`config.mk`:
```
export PLATFORM = sky130hd
export DESIGN_NAME = mac_reg_arbiter
export DESIGN_NICKNAME = d
export VERILOG_FILES = /design/src/rtl/mac_ctrl_pkg.sv /design/src/rtl/rr_pick.sv /design/src/rtl/mac_reg_arbiter.sv
export SDC_FILE = /design/constraint.sdc
export NUM_CORES = 1
export LEC_CHECK = 0
export CAP_MARGIN = 5
export CORE_ASPECT_RATIO = 0.8
export CORE_MARGIN = 4
export CORE_UTILIZATION = 44
export DETAILED_ROUTE_END_ITERATION = 16
export PLACE_DENSITY_LB_ADDON = 0.12
export SKIP_CTS_REPAIR_TIMING = 1
export SLEW_MARGIN = 10
export SYNTH_ARGS = -nofsm -noshare
export SYNTH_HDL_FRONTEND = slang
export SYNTH_SLANG_ARGS = --single-unit
export TNS_END_PERCENT = 1
```
`constraint.sdc`:
```
create_clock -name i_clk -period 5.7 [get_ports i_clk]
set_input_delay 1.14 -clock i_clk [delete_from_list [all_inputs] [get_ports i_clk]]
set_output_delay 1.14 -clock i_clk [all_outputs]
set_load 0.005 [all_outputs]
```
`src/rtl/mac_ctrl_pkg.sv`:
```
// Shared definitions for the MAC control blocks: arbiter FSM encoding and
// default register-access widths used by the access, PHY and poller blocks.
package mac_ctrl_pkg;

  localparam int MAC_ADDR_W = 14;
  localparam int MAC_DATA_W = 32;

  typedef enum logic [1:0] {
    ST_IDLE = 2'd0,
    ST_BUSY = 2'd1,
    ST_DONE = 2'd2,
    ST_GAP  = 2'd3
  } state_e;

endpackage

```
`src/rtl/rr_pick.sv`:
```
// Combinational round-robin selector: first set request at or after i_ptr,
// wrapping modulo N. Reusable by any arbiter that keeps its own pointer.
module rr_pick #(
  parameter int N  = 3,
  parameter int IW = $clog2(N)
) (
  input  logic [N-1:0]  i_req,
  input  logic [IW-1:0] i_ptr,
  output logic [N-1:0]  o_grant,
  output logic [IW-1:0] o_idx,
  output logic          o_any
);

  int              j;
  logic [IW-1:0]   jj;

  always_comb begin
    o_grant = '0;
    o_idx   = '0;
    o_any   = 1'b0;
    j       = 0;
    jj      = '0;
    for (int i = 0; i < N; i++) begin
      j = int'(i_ptr) + i;
      if (j >= N) j = j - N;
      jj = IW'(j);
      if (!o_any && i_req[jj]) begin
        o_any       = 1'b1;
        o_grant[jj] = 1'b1;
        o_idx       = jj;
      end
    end
  end

endmodule

```
`src/rtl/mac_reg_arbiter.sv`:
```
// Round-robin arbiter sharing the MAC register-access port between NUM_REQ
// requesters; each transaction is locked until done or watchdog expiry.
module mac_reg_arbiter
  import mac_ctrl_pkg::*;
#(
  parameter int NUM_REQ = 3,
  parameter int ADDR_W  = MAC_ADDR_W,
  parameter int DATA_W  = MAC_DATA_W,
  parameter int TIMEOUT = 1023
) (
  input  logic                      i_clk,
  input  logic                      i_rst_n,
  input  logic [NUM_REQ-1:0]        i_req_request,
  input  logic [NUM_REQ*ADDR_W-1:0] i_req_addr,
  input  logic [NUM_REQ*DATA_W-1:0] i_req_wr_data,
  input  logic [NUM_REQ-1:0]        i_req_rdwn,
  output logic [NUM_REQ-1:0]        o_req_done,
  output logic                      o_req_err,
  output logic [DATA_W-1:0]         o_req_rd_data,
  output logic [ADDR_W-1:0]         o_mac_addr,
  output logic [DATA_W-1:0]         o_mac_wr_data,
  output logic                      o_mac_rdwn,
  output logic                      o_mac_request,
  input  logic                      i_mac_done,
  input  logic [DATA_W-1:0]         i_mac_rd_data,
  output logic [NUM_REQ-1:0]        o_grant,
  output logic                      o_busy
);

  localparam int PTR_W = $clog2(NUM_REQ);
  localparam int WD_W  = $clog2(TIMEOUT + 1);
  localparam logic [WD_W-1:0]  WD_LIMIT = WD_W'(TIMEOUT);
  localparam logic [PTR_W-1:0] LAST_IDX = PTR_W'(NUM_REQ - 1);

  state_e               state_q, state_d;
  logic [PTR_W-1:0]     ptr_q, ptr_d;
  logic [PTR_W-1:0]     idx_q, idx_d;
  logic [NUM_REQ-1:0]   grant_q, grant_d;
  logic [ADDR_W-1:0]    addr_q, addr_d;
  logic [DATA_W-1:0]    wdata_q, wdata_d;
  logic                 rdwn_q, rdwn_d;
  logic [WD_W-1:0]      wd_q, wd_d;
  logic                 err_q, err_d;
  logic [DATA_W-1:0]    rd_q, rd_d;

  logic [NUM_REQ-1:0]   pick_grant;
  logic [PTR_W-1:0]     pick_idx;
  logic                 pick_any;
  logic [ADDR_W-1:0]    sel_addr;
  logic [DATA_W-1:0]    sel_wdata;
  logic                 sel_rdwn;

  rr_pick #(.N(NUM_REQ)) u_pick (
    .i_req   (i_req_request),
    .i_ptr   (ptr_q),
    .o_grant (pick_grant),
    .o_idx   (pick_idx),
    .o_any   (pick_any)
  );

  always_comb begin
    sel_addr  = '0;
    sel_wdata = '0;
    sel_rdwn  = 1'b0;
    for (int k = 0; k < NUM_REQ; k++) begin
      if (pick_grant[k]) begin
        sel_addr  = i_req_addr[k*ADDR_W +: ADDR_W];
        sel_wdata = i_req_wr_data[k*DATA_W +: DATA_W];
        sel_rdwn  = i_req_rdwn[k];
      end
    end
  end

  always_comb begin
    state_d = state_q;
    ptr_d   = ptr_q;
    idx_d   = idx_q;
    grant_d = grant_q;
    addr_d  = addr_q;
    wdata_d = wdata_q;
    rdwn_d  = rdwn_q;
    wd_d    = wd_q;
    err_d   = err_q;
    rd_d    = rd_q;
    unique case (state_q)
      ST_IDLE: begin
        if (pick_any) begin
          grant_d = pick_grant;
          idx_d   = pick_idx;
          addr_d  = sel_addr;
          wdata_d = sel_wdata;
          rdwn_d  = sel_rdwn;
          wd_d    = '0;
          err_d   = 1'b0;
          state_d = ST_BUSY;
        end
      end
      ST_BUSY: begin
        // A done arriving on the expiry cycle still completes normally.
        if (i_mac_done) begin
          rd_d    = i_mac_rd_data;
          err_d   = 1'b0;
          state_d = ST_DONE;
        end else if (wd_q == WD_LIMIT) begin
          rd_d    = '0;
          err_d   = 1'b1;
          state_d = ST_DONE;
        end else begin
          wd_d = wd_q + WD_W'(1);
        end
      end
      ST_DONE: begin
        ptr_d   = (idx_q == LAST_IDX) ? '0 : idx_q + PTR_W'(1);
        state_d = ST_GAP;
      end
      ST_GAP: begin
        state_d = ST_IDLE;
      end
      default: state_d = ST_IDLE;
    endcase
  end

  always_ff @(posedge i_clk or negedge i_rst_n) begin
    if (!i_rst_n) begin
      state_q <= ST_IDLE;
      ptr_q   <= '0;
      idx_q   <= '0;
      grant_q <= '0;
      addr_q  <= '0;
      wdata_q <= '0;
      rdwn_q  <= 1'b0;
      wd_q    <= '0;
      err_q   <= 1'b0;
      rd_q    <= '0;
    end else begin
      state_q <= state_d;
      ptr_q   <= ptr_d;
      idx_q   <= idx_d;
      grant_q <= grant_d;
      addr_q  <= addr_d;
      wdata_q <= wdata_d;
      rdwn_q  <= rdwn_d;
      wd_q    <= wd_d;
      err_q   <= err_d;
      rd_q    <= rd_d;
    end
  end

  // Outputs decode the state flop directly, so reset clears them at once.
  assign o_mac_request = (state_q == ST_BUSY);
  assign o_busy        = (state_q == ST_BUSY) || (state_q == ST_DONE);
  assign o_grant       = o_busy ? grant_q : '0;
  assign o_req_done    = (state_q == ST_DONE) ? grant_q : '0;
  assign o_req_err     = (state_q == ST_DONE) && err_q;
  assign o_req_rd_data = rd_q;
  assign o_mac_addr    = addr_q;
  assign o_mac_wr_data = wdata_q;
  assign o_mac_rdwn    = rdwn_q;

endmodule

```
==> impl_metrics.toml <==
[outcome]
status = "finished clean"

[final_layout]
multi_input_comb_area_mm2 = 0.002751
fillCellCount = 894
nets = 922
diodes = 0
drive_above_1_share = 0.1055
design_area_mm2 = 0.008437
final_util = 0.6937
synthToLayoutAreaGrowth_pct = 53.95
ff_latch_area_mm2 = 0.002477

[logic_synthesis]
synth_top_area_cell = "dfrtp_1"
yosysTopAreaCellShare = 0.4521
netlist_top_cells_area = "dfrtp_1 (45%), mux2i_1 (9.3%), nor3b_1 (6.4%), a22o_1 (5.3%), a22oi_2 (4.6%)"
synth_most_common_cell = "dfrtp_1"
syn-num-nets = 683
synthCells = 495
synth.avg_cell_area_um2 = 11.07
synthArstFlopShare = 1.000
syn_area_mm2 = 0.005480
synth_seq_area_share = 0.4521
yosysWarnings = 0
ys.flop_type = "dfrtp_1"
synth_common_cells = "dfrtp_1 (99), mux2i_1 (51), nor3b_1 (47)"
yosysUniqueCellTypes = 48
synth-seq-cells = 99
synth_edf_count = 0

[placed_design]
placed_area_mm2 = 0.008150
io_buffers = 266
hpwl_mm = 13.29
place.gp.congestion = 0.8411

[power]
p_sw_uw = 1808
ir_drop_mv = 0.2722
sw_frac_of_total = 0.4032
pwr-share-comb = 0.599
leakage_uw = 0.003474
intPower_uw = 2675
clock_power_share = 0.134
seqPwrFrac = 0.268
p_per_area_mw_per_mm2 = 531.4

[min_path]
hp-class = "reg2reg"
holdPathStages = 1
whs_endpoint = "wd_q[8]"
min_from = "wd_q[8]"

[timing]
post-route-period-util = 0.6749
slew_viol_final = 0
skew_ns = 0.007946
rsz0062_at_grt = "false"
tns_ns = 0
worstMarginPinSlew_ns = 1.171
fmax_mhz = 259.9
hold_viol = 0
min_period_ns = 3.847
setup_viol = 0
slew_headroom = 0.2166

[grt]
antenna_found_initial = 0
grt-ovfl-total = 0
grt_usage = 0.2510
grt_pass1_vias = 5274
grt_max_degree = 59
grt_pass1_wl_mm = 28.30

[worst_setup_path]
reg2reg_depth = 8
timing.rr.start = "ptr_q[1]"
crit_fanout = 47
endpoint_kind = "register"
crit_type = "in2reg"
ff2ff_setup_slack_ns = 2.30
rr_endpoint = "o_mac_wr_data[1]"
startpoint_type = "input pin"
arrival_ns = 4.08
crit_required_ns = 5.93

[detailed_routing]
num_vias = 5068
wl_per_cell_um = 20.46
post_drt_via_cell_ratio = 5.688
drtPass1Iterations = 5
drc = 0
drtIter0Drc = 303
drt_wl_total_mm = 18.23
ant_nets = 0

[clocking]
cts.sinks = 99
cts_max_level = 3
clk_pin_slew_ns = 0.07
root_buffer = "clkbuf_16"
clock_latency_ns = 0.35
numCtsBuffers = 9
cts_buffer_depth = 2
cts_tree = "done"

[floorplan]
io_pins = 267
dieHeight_um = 107.8
fp-row-count = 36
die_w_um = 132.8
die_area_mm2 = 0.01432
coreArea_mm2 = 0.01216
initial_core_util = 0.4506

[run]
drv_cap = 0
## how the worst max path moves through the flow
stage / startpoint / to / slack, ns / cells past startpoint
after floorplan: i_req_request[2] / o_mac_addr[0] / 3.00 / 9
after global placement: i_req_request[2] / o_mac_wr_data[10] / 1.69 / 7
after detailed placement: i_req_request[2] / o_mac_wr_data[1] / 1.48 / 7
after CTS: i_req_request[2] / o_mac_wr_data[1] / 1.86 / 7
after global routing: i_req_request[2] / o_mac_wr_data[1] / 1.65 / 7
final: i_req_request[2] / o_mac_wr_data[1] / 1.85 / 7
## power groups by stage
| stage | logic (uW) | clock network (uW) | registers (uW) |
|---|---|---|---|
| 2_1_floorplan | 1640 | 0 | 1200 |
| 3_3_place_gp | 2620 | 0 | 1190 |
| 3_5_place_dp | 2700 | 0 | 1210 |
| 4_1_cts | 2710 | 617 | 1200 |
| 5_1_grt | 2910 | 647 | 1230 |
| 6_report | 2680 | 599 | 1200 |
## registers in the layout, summed over array words and instances, names as in the netlist, 2 cells and up
register / cells
wd_q: 10
idx_q: 2
ptr_q: 2
o_req_rd_data: 32
o_mac_wr_data: 32
o_mac_addr: 14
grant_q: 3
state_q: 2
## metrics by stage
| step | std cells | total power (uW) | setup slack, ns | hold slack, ns |
|---|---|---|---|---|
| final | 891 | 4483 | 1.853 | 0.4762 |
| after global routing | 891 | 4787 | 1.654 | 0.5130 |
| after CTS | 891 | 4523 | 1.859 | 0.4851 |
| after detailed placement | 875 | 3905 | 1.483 | 0.4706 |
| after global placement | 875 | 3814 | 1.686 | 0.4655 |
| after floorplan | 495 | 2848 | 3.001 | 0.4457 |
## layer usage
metal	wire length [um]	up-vias	global-route usage	share of wire
li1	-	2340	-	-
met5	0	-	0	0
met4	433	0	0.09273	0.024
met1	7307	2503	0.3032	0.40
met2	9103	195	0.4151	0.50
met3	1384	30	0.08972	0.076
## worst max-delay path, cell delays in order
cell	delay (ns)
clkdlybuf4s50_1	0.56
mux2i_1	0.29
o2bb2ai_1	0.15
a2111oi_2	0.57
o2bb2ai_1	0.19
nand2_2	0.66
o21ai_0	0.49
## cell type report
cell class                 count  area share
multi-input combinational    345      0.3261
timing repair buffer         272      0.3206
sequential                    99      0.2936
clock buffer                  10     0.02833
tap                          152     0.02254
clock inverter                 6    0.005635
inverter                       7    0.003114
## cells in the final DEF, fill, tap and decap left out, types with 6 or more instances in the layout
master           Yosys  layout
nor2_1               7       6
dfrtp_1             99      99
nor3b_1             47      47
a22oi_1             27      27
buf_4                9       7
clkbuf_16            0       9
nand2_1             17      16
a22o_1              33      33
mux2i_1             51      51
o21ai_2             20      21
clkdlybuf4s50_1      0     265
a22oi_2             20      20
o21ai_1             12      11
ha_1                 9       9
o21ai_0             36      36
o31ai_1              7       7
and2_1              11      11
inv_1                7       7
## kinds of logic (layout without fill, tap and decap cells)
logic type	after synthesis	in the layout	synth area share
mux	52	52	0.09521
simple gates	108	108	0.1242
compound gates	176	176	0.2537
fa+ha+maj	9	9	0.02055
flops	99	99	0.4521
buf+inv	51	295	0.05434
Note: power is estimated with default switching activity, not from simulation.
